==> src/rtl/vga_timing_gen.sv <==
// VGA timing generator: pixel prescaler, x/y raster counters and registered
// sync/blank outputs aligned with the counters they describe.
// Optional feature: define VGA_TIMING_FRAME_CNT_EN to add a 16-bit frame counter
// output (frame_cnt) that increments each time the raster wraps to (0,0).
module vga_timing_gen #(
    parameter int H_ACTIVE = 640,
    parameter int H_FP     = 16,
    parameter int H_SYNC   = 96,
    parameter int H_BP     = 48,
    parameter int V_ACTIVE = 480,
    parameter int V_FP     = 10,
    parameter int V_SYNC   = 2,
    parameter int V_BP     = 33,
    parameter int CLK_DIV  = 2,
    parameter bit HS_POL   = 1'b0,
    parameter bit VS_POL   = 1'b0,
    parameter int CW       = 10
) (
    input  logic          clk,
    input  logic          reset,
    input  logic          en,
    output logic          HS,
    output logic          VS,
    output logic [CW-1:0] x,
    output logic [CW-1:0] y,
    output logic          blank,
    output logic          pix_en,
    output logic          line_start,
    output logic          frame_start
`ifdef VGA_TIMING_FRAME_CNT_EN
    ,
    output logic [15:0]   frame_cnt
`endif
);

    localparam int H_TOTAL = H_ACTIVE + H_FP + H_SYNC + H_BP;
    localparam int V_TOTAL = V_ACTIVE + V_FP + V_SYNC + V_BP;
    localparam int PW      = (CLK_DIV > 1) ? $clog2(CLK_DIV) : 1;

    localparam logic [CW-1:0] H_LAST   = CW'(H_TOTAL - 1);
    localparam logic [CW-1:0] V_LAST   = CW'(V_TOTAL - 1);
    localparam logic [PW-1:0] PRE_LAST = PW'(CLK_DIV - 1);

    // Sync/blank window edges kept 32 bits wide so an edge equal to 2^CW still compares correctly
    localparam logic [31:0] HS_START = H_ACTIVE + H_FP;
    localparam logic [31:0] HS_END   = H_ACTIVE + H_FP + H_SYNC;
    localparam logic [31:0] VS_START = V_ACTIVE + V_FP;
    localparam logic [31:0] VS_END   = V_ACTIVE + V_FP + V_SYNC;
    localparam logic [31:0] H_VIS    = H_ACTIVE;
    localparam logic [31:0] V_VIS    = V_ACTIVE;

    logic [PW-1:0] pre;
    logic [PW-1:0] pre_next;
    logic [CW-1:0] x_next;
    logic [CW-1:0] y_next;
    logic          hs_next;
    logic          vs_next;
    logic          blank_next;
    logic          frame_wrap;

    // Strobes are combinational so they line up with the edge that advances the counters
    assign pix_en      = en && !reset && (pre == PRE_LAST);
    assign line_start  = pix_en && (x == '0);
    assign frame_start = line_start && (y == '0);
    assign frame_wrap  = pix_en && (x == H_LAST) && (y == V_LAST);

    // Next raster position and the sync/blank levels that belong to it
    always_comb begin
        pre_next = (pre == PRE_LAST) ? '0 : pre + PW'(1);
        x_next   = x;
        y_next   = y;
        if (pix_en) begin
            if (x == H_LAST) begin
                x_next = '0;
                y_next = (y == V_LAST) ? '0 : y + CW'(1);
            end else begin
                x_next = x + CW'(1);
            end
        end
        hs_next    = ((32'(x_next) >= HS_START) && (32'(x_next) < HS_END)) ? HS_POL : ~HS_POL;
        vs_next    = ((32'(y_next) >= VS_START) && (32'(y_next) < VS_END)) ? VS_POL : ~VS_POL;
        blank_next = (32'(x_next) >= H_VIS) || (32'(y_next) >= V_VIS);
    end

    // Timing state; everything freezes while en is low
    always_ff @(posedge clk or posedge reset) begin
        if (reset) begin
            pre   <= '0;
            x     <= '0;
            y     <= '0;
            HS    <= ~HS_POL;
            VS    <= ~VS_POL;
            blank <= 1'b0;
        end else if (en) begin
            pre   <= pre_next;
            x     <= x_next;
            y     <= y_next;
            HS    <= hs_next;
            VS    <= vs_next;
            blank <= blank_next;
        end
    end

`ifdef VGA_TIMING_FRAME_CNT_EN
    // Frame counter bumps on the edge where the raster returns to (0,0)
    always_ff @(posedge clk or posedge reset) begin
        if (reset) begin
            frame_cnt <= 16'd0;
        end else if (frame_wrap) begin
            frame_cnt <= frame_cnt + 16'd1;
        end
    end
`endif

endmodule
==> config.mk <==
export PLATFORM = sky130hd
export DESIGN_NAME = vga_timing_gen
export DESIGN_NICKNAME = d
export VERILOG_FILES = /design/src/rtl/vga_timing_gen.sv
export SDC_FILE = /design/constraint.sdc
export NUM_CORES = 1
export LEC_CHECK = 0
export ABC_AREA = 0
export CAP_MARGIN = 10
export CORE_MARGIN = 4
export CORE_UTILIZATION = 67
export DETAILED_ROUTE_END_ITERATION = 7
export DONT_BUFFER_PORTS = 1
export PLACE_DENSITY = 0.82
export RECOVER_POWER = 25
export SYNTH_ARGS = -nofsm -noshare
export SYNTH_HDL_FRONTEND = slang
export SYNTH_SLANG_ARGS = --single-unit
==> constraint.sdc <==
create_clock -name clk -period 4 [get_ports clk]
set_clock_uncertainty 0.05 [all_clocks]
set_input_delay 0.6 -clock clk [delete_from_list [all_inputs] [get_ports clk]]
set_output_delay 0.6 -clock clk [all_outputs]
set_load 0.01 [all_outputs]
==> metrics.cfg, run 1 <==
[cells_and_area]
final_cells = 190
final_nets = 170
multiInputGateArea_sq_um = 835
drive_gt1_share_pct = 10.5
syn2layout_area_growth_pct = -0.719
final_common_cell = dfrtp_1
n_antenna_cell = 0
fillers = 178
seqCellArea_sq_um = 603
final_core_util_pct = 70.2
final_cell_mix = dfrtp_1, nand2_1, nor2_1, inv_1, nand3_1

[synthesis]
synthFlopType = dfrtp_1
ys_top_cells_by_area = dfrtp_1, xnor2_1, dfstp_2
synthCells = 167
synth.top_cell.area_share_pct = 35.2
ys_types = 56
ys_warn_count = 0
syn_nets = 174
synth-seq-cells = 24
synth_edf_count = 0
synth_area_leader_cell = dfrtp_1
synthArstFlopShare_pct = 100
avgSynthCellArea_sq_um = 9.37
yosysSeqAreaShare_pct = 38.5
netlist_area_sq_mm = 0.00157

[critical_path]
crit_path_end_kind = flip-flop
r2r_end = blank$_DFFE_PP0P_
regToRegSetupSlack_ps = 1200
cp_top_family = simple AND/OR/NAND/NOR gates
crit_chain = or3b_4 -> or4_1 -> o311ai_2 -> o31ai_1 -> and3_4 -> o32a_1
cp_slowest_stage_delay_ps = 630
worstSetupStartpointType = flip-flop
reg2regPathDepth = 6
path_class = flip-flop to flip-flop
worstPathArrival_ps = 2960
r2r_start = x[4]$_DFFE_PP0P_
cp_max_fo = 11
cp_num_buf_inv = 0
required_ps = 4170
slowest_stage = or4_1

[timing]
maxClockFrequency_mhz = 357
hold_viol_final = 0
slew_headroom_pct = 40.9
fin_crit_ps = 2800
finalCritPeriodShare_pct = 70.0
fin_tns_setup_ps = 0
rsz0062_at_grt = false
setup_violations = 0
drv_slew = 0
tightest_slew_ps = 885

[clock_tree]
clockBufferDepth = 2
insertion_delay_ps = 310
cts_made_buffers = 3
root_buffer = clkbuf_4
cts_tree = yes
cts_setup_buffers = 0
clock-sinks = 24
cts_max_level = 1
path_clk_slew_ps = 130
cts_resized = 0
postCtsHoldBufs = 0

[drt]
vias_per_cell = 6.63
wl_per_cell_um = 17.6
first_iter_violations = 45
dr.pass1.iters = 4
ant_nets = 0
drc_errors = 0
num_vias = 1260
drt_wl_total_um = 3350

[min_path]
hp-class = input port to asynchronous set/reset pin

[floorplan]
start_util_pct = 70.8
io_pins = 29
fp.coreArea_sq_mm = 0.00221
row_count = 17
die_w_um = 56.3
die_h_um = 56.3
die_area_sq_mm = 0.00317

[run_status]
status = finished clean

[power_and_ir_drop]
powerDensity_mw_per_mm2 = 328
ir_worst_vdd_v = 0.000262
p_leak_nw = 0.659
total_power_uw = 509

[global_route]
grt_pass1_wl_um = 5740
grt_use_total_pct = 22.9
grt_pass1_vias = 1175
antenna_found_initial = 0
grt_max_degree = 25
overflow = 0

[placement]
dp.cells = 186
portBuffers = 0
routabilityCongestion = 0.903
dp_hpwl_um = 2410

[flow_run]
maxCapViolations = 0

worst register-to-register path: cells and delay by family, from the launching register on:
kind / cells / cell delay, ps
flops: 1 / 620
simple gates: 3 / 1260
compound gates: 3 / 770
power by group:
group / internal, mW / switching, mW / leakage, nW
combinational: 0.0298 / 0.0398 / 0.343
sequential: 0.266 / 0.0458 / 0.295
clock: 0.0557 / 0.0726 / 0.0210
total: 0.351 / 0.158 / 0.659
Yosys cell counts, drive strengths merged (2+ instances only):
cell type,n
o211ai,2
o21ai,7
nor4,3
xnor2,7
and4,4
nand3,8
nand4,6
o31a,2
nand2b,2
nor3,6
nor2,12
dfstp,2
clkbuf,3
inv,10
a21boi,2
a31oi,2
ha,4
and3,4
nand2,12
a21oi,5
xor2,6
nor3b,2
o21a,2
buf,7
and2,3
dfrtp,22
nand3b,5
per-layer routing:
layer	share of wire (%)	track usage, %
met1	45	31.3
met2	45	34.2
met3	8.7	6.21
met4	1.9	9.49
met5	0	0
metrics by stage:
stage	setup WS, ps	cell area [sq um]	hold WS [ps]
global placement	1320	1520	431
CTS	1240	1550	301
finish	1200	1550	291
floorplan	1420	1570	409
detailed placement	1260	1520	440
global route	1150	1550	297
state kept, by name, indices dropped and copies added, names as in the netlist:
signal and flops:
x 10, y 10, VS 1, HS 1
blank 1, pre 1
worst max path at each step:
stage,from,cells after the start,slack [ps],end
after floorplan,x[5]$_DFFE_PP0P_,8,1420,blank$_DFFE_PP0P_
after global placement,x[4]$_DFFE_PP0P_,6,1320,blank$_DFFE_PP0P_
after detailed placement,x[4]$_DFFE_PP0P_,6,1260,blank$_DFFE_PP0P_
after CTS,x[4]$_DFFE_PP0P_,6,1240,blank$_DFFE_PP0P_
after global routing,x[4]$_DFFE_PP0P_,6,1150,blank$_DFFE_PP0P_
final,x[4]$_DFFE_PP0P_,6,1200,blank$_DFFE_PP0P_
logic make-up after synthesis:
family | synth area share, %
AO/OA/AOI/OAI | 13.8
adder cells (fa/ha/maj) | 3.20
AND/OR/NAND/NOR | 28.4
flip-flops | 38.5
XOR/XNOR | 7.27
multiplexers | 0.640
buffers and inverters | 8.15
final cells by class:
class                           count  area share, %
Multi-Input combinational cell    123           53.7
Timing Repair Buffer                1          0.483
Clock buffer                        4           2.33
Sequential cell                    24           38.8
Tap cell                           28           2.25
Inverter                           10           2.42
Power figures use the tool's default switching activity.
==> inputs of run 2 (changes only) <==
--- a/config.mk
+++ b/config.mk
@@ -5,13 +5,13 @@
 export SDC_FILE = /design/constraint.sdc
 export NUM_CORES = 1
 export LEC_CHECK = 0
-export ABC_AREA = 0
+export ABC_AREA = 1
 export CAP_MARGIN = 10
 export CORE_MARGIN = 4
-export CORE_UTILIZATION = 67
+export CORE_UTILIZATION = 62
 export DETAILED_ROUTE_END_ITERATION = 7
 export DONT_BUFFER_PORTS = 1
-export PLACE_DENSITY = 0.82
+export PLACE_DENSITY = 0.77
 export RECOVER_POWER = 25
 export SYNTH_ARGS = -nofsm -noshare
 export SYNTH_HDL_FRONTEND = slang
==> constraint.sdc (replaced) <==
create_clock -name clk -period 2.9 [get_ports clk]
set_clock_uncertainty 0.05 [all_clocks]
set_input_delay 0.435 -clock clk [delete_from_list [all_inputs] [get_ports clk]]
set_output_delay 0.435 -clock clk [all_outputs]
set_load 0.01 [all_outputs]
==> run 2 against run 1 <==
Effect of this change:
- wire length rose by 8.0%
- first-iteration DRC count rose by 120%
- register-to-register slack worse by 340 ps
- sequential power grew 82%
- worst setup slack lost 520 ps
- critical endpoint is now frame_start
- largest power group unchanged
==> metrics.cfg, run 2 <==
[synthesis]
synth_compound_area_share_pct = 3.63  ; -10 points
ys_types = 27  ; -52%
synth.top_cells.by_count = nand2_1, inv_1, nor2_1, dfrtp_1, nand3_1
ys_warn_count = 0  ; unchanged
synth-seq-cells = 24  ; unchanged
synthMuxAreaShare_pct = 0  ; -0.64 points
synthFlopType = dfrtp_1
synth_most_common_cell = nand2_1
syn_nets = 242  ; +39%
synthCells = 235  ; +41%
synth.top_cell.area_share_pct = 34.0  ; -1.2 points
synthArstFlopShare_pct = 100  ; unchanged
synth_top_family_by_area = simple AND/OR/NAND/NOR gates
synth_edf_count = 0  ; unchanged
yosysSeqAreaShare_pct = 37.2  ; -1.3 points
ys_top_cells_by_area = dfrtp_1, nand2_1, inv_1
yosys.area_share.simple_pct = 40.9  ; +13 points
netlist_area_sq_mm = 0.00162  ; +3.6%
synth_area_leader_cell = dfrtp_1
avgSynthCellArea_sq_um = 6.90  ; -26%
synthXorXnorAreaFrac_pct = 2.70  ; -4.6 points
synthAdderAreaFrac_pct = 3.09  ; -0.11 points

[drt]
dr.pass1.iters = 4  ; unchanged
vias_per_cell = 5.49  ; -17%
first_iter_violations = 100  ; +120%
wl_per_cell_um = 13.4  ; -24%
drt_wl_total_um = 3620  ; +8.0%
drc_errors = 0  ; unchanged
ant_nets = 0  ; unchanged
num_vias = 1478  ; +17%

[clock_tree]
cts_max_level = 1  ; unchanged
cts_made_buffers = 3  ; unchanged
cts_setup_buffers = 0  ; unchanged
clockBufferDepth = 2  ; unchanged
insertion_delay_ps = 320  ; about the same
cts_resized = 0  ; unchanged
root_buffer = clkbuf_4
cts_tree = yes
clock-sinks = 24  ; unchanged
postCtsHoldBufs = 0  ; unchanged
path_clk_slew_ps = 130  ; about the same

[critical_path]
worstPathArrival_ps = 1730  ; -1230 ps
cp_top_family = simple AND/OR/NAND/NOR gates
crit_path_end_kind = output pin
cp_num_buf_inv = 2  ; +2
cp.depth = 7  ; +1
required_ps = 2410  ; -1760 ps
cp_max_fo = 4  ; -7
cp_slowest_stage_delay_ps = 470  ; -160 ps
crit_chain = inv_1 -> ha_1 -> inv_1 -> nor2_1 -> nand3_1 -> nor4_1 -> and2_1
worstSetupStartpointType = flip-flop
cp_common_cell = inv_1
path_class = flip-flop to output pin
reg2regPathDepth = 14  ; +8
slowest_stage = dfrtp_1

[cells_and_area]
syn2layout_area_growth_pct = 3.47
drive_gt1_share_pct = 7.53  ; -3.0 points
final_nets = 247  ; +45%
n_antenna_cell = 0  ; unchanged
final_core_util_pct = 67.7  ; -2.5 points
final_cell_mix = nand2_1, inv_1, nor2_1, nand3_1, dfrtp_1
final_common_cell = nand2_1
top_regs = x: 10 flops, y: 10 flops

[floorplan]
row_count = 18  ; +1
die_h_um = 59.1  ; +5.0%
die_w_um = 59.1  ; +5.0%
io_pins = 29  ; unchanged
start_util_pct = 65.5  ; -5.3 points
die_area_sq_mm = 0.00350  ; +10%
fp.coreArea_sq_mm = 0.00248  ; +12%

[timing]
rsz0062_at_grt = false
setup_violations = 0  ; unchanged
fin_tns_setup_ps = 0  ; unchanged
slew_headroom_pct = 12.2  ; -29 points
drv_slew = 0  ; unchanged
hold_viol_final = 0  ; unchanged
maxClockFrequency_mhz = 451
tightest_slew_ps = 1320  ; +432 ps
fin_crit_ps = 2220
finalCritPeriodShare_pct = 76.5
fin_ws_ps = 682  ; -519 ps

[min_path]
hp-class = input port to flip-flop
worstHoldPathCells = 1

[power_and_ir_drop]
power.switching_uw = 483  ; +210%
power.internal_uw = 579  ; +65%
p_leak_nw = 0.908  ; +38%
powerDensity_mw_per_mm2 = 633  ; +93%
seqPwrFrac_pct = 53.2  ; -8.0 points
switching_share_pct = 45.5  ; +14 points
total_power_mw = 1.06  ; +110%
combPwrFrac_pct = 32.0  ; +18 points
pwr-share-clk_pct = 14.8  ; -10 points
ir_worst_vdd_v = 0.000562  ; +110%

[global_route]
overflow = 0  ; unchanged
grt_max_degree = 25  ; unchanged
antenna_found_initial = 0  ; unchanged
grt_use_total_pct = 22.9  ; about the same
grt_pass1_vias = 1443  ; +23%
grt_pass1_wl_um = 6270  ; +9.3%

[run_status]
status = finished clean

[flow_run]
maxCapViolations = 0  ; unchanged

[placement]
routabilityCongestion = 0.890  ; -1.5%
dp_hpwl_um = 2820  ; +17%
pre_cts_ws_ps = 904  ; -355 ps
portBuffers = 0  ; unchanged

[run 2: changes by cell type after synthesis, moves of 4 or more]
cell | previous run | this run
nor2_1 | 12 | 30
inv_1 | 10 | 48
xnor2_1 | 7 | 0
nand4_1 | 6 | 12
a21oi_1 | 5 | 1
nand3_1 | 8 | 22
nor3_1 | 6 | 2
nand2_1 | 12 | 61
[run 2: through the flow]
stage / instance area [sq um] / hold slack (ps) / std cells
CTS: 1680 / 77.3 / 269
floorplan: 1620 / 422 / 235
global placement: 1660 / 428 / 265
global route: 1680 / 138 / 269
detailed placement: 1660 / 434 / 265
finish: 1680 / 146 / 269
[run 2: layer usage]
layer  vias to the layer above  routed length (um)  track usage, %
met5                         -                   0               0
met4                         0                  14            8.74
met2                        51                1780            37.9
met3                         2                 224            4.58
li1                        736                   -               -
met1                       689                1600            29.4
[run 2: cells by family after synthesis]
family	Yosys count
AOI/OAI and AO/OA	11
xor gates and xnor gates	5
adders and majority gates	4
buffers and inverters	51
DFF	24
and+or+nand+nor	140
[run 2: power groups by stage]
stage / registers, mW / clock network, mW / logic (mW)
2_1_floorplan: 0.540 / 0 / 0.281
3_3_place_gp: 0.567 / 0 / 0.324
3_5_place_dp: 0.572 / 0 / 0.337
4_1_cts: 0.565 / 0.158 / 0.338
5_1_grt: 0.581 / 0.172 / 0.392
6_report: 0.565 / 0.157 / 0.339
[run 2: worst paths after layout]
kind	startpoint	to	slack, ps
worst min-delay path	en	pre$_DFFE_PP0P_	150
max in group asynchronous	reset	y[6]$_DFFE_PP0P_	1580
min in group asynchronous	reset	x[9]$_DFFE_PP0P_	450
worst max register to register	x[0]$_DFFE_PP0P_	VS$_DFFE_PP1P_	860
worst min register to register	HS$_DFFE_PP1P_	HS$_DFFE_PP1P_	460
worst max-delay path	y[1]$_DFFE_PP0P_	frame_start	680
[run 2: worst register-to-register path, cell delays in order (launching register included)]
cell	delay, ps
dfrtp_1	470
ha_1	250
nand2_1	70
nor2_1	100
nand2_1	90
nor2_4	170
nand3_1	110
nand2_1	80
nand2_1	60
nor2_1	190
nand2_1	80
nor2_1	90
nand3_1	80
nand2_1	70
inv_1	40
[run 2: area by class of cell]
type / count / area (sq um)
Tap cell: 30 / 37.5
Timing Repair Buffer: 2 / 11.3
Inverter: 49 / 184
Clock buffer: 4 / 26.3
Fill cell: 229 / 800
Multi-Input combinational cell: 160 / 816
Sequential cell: 24 / 603
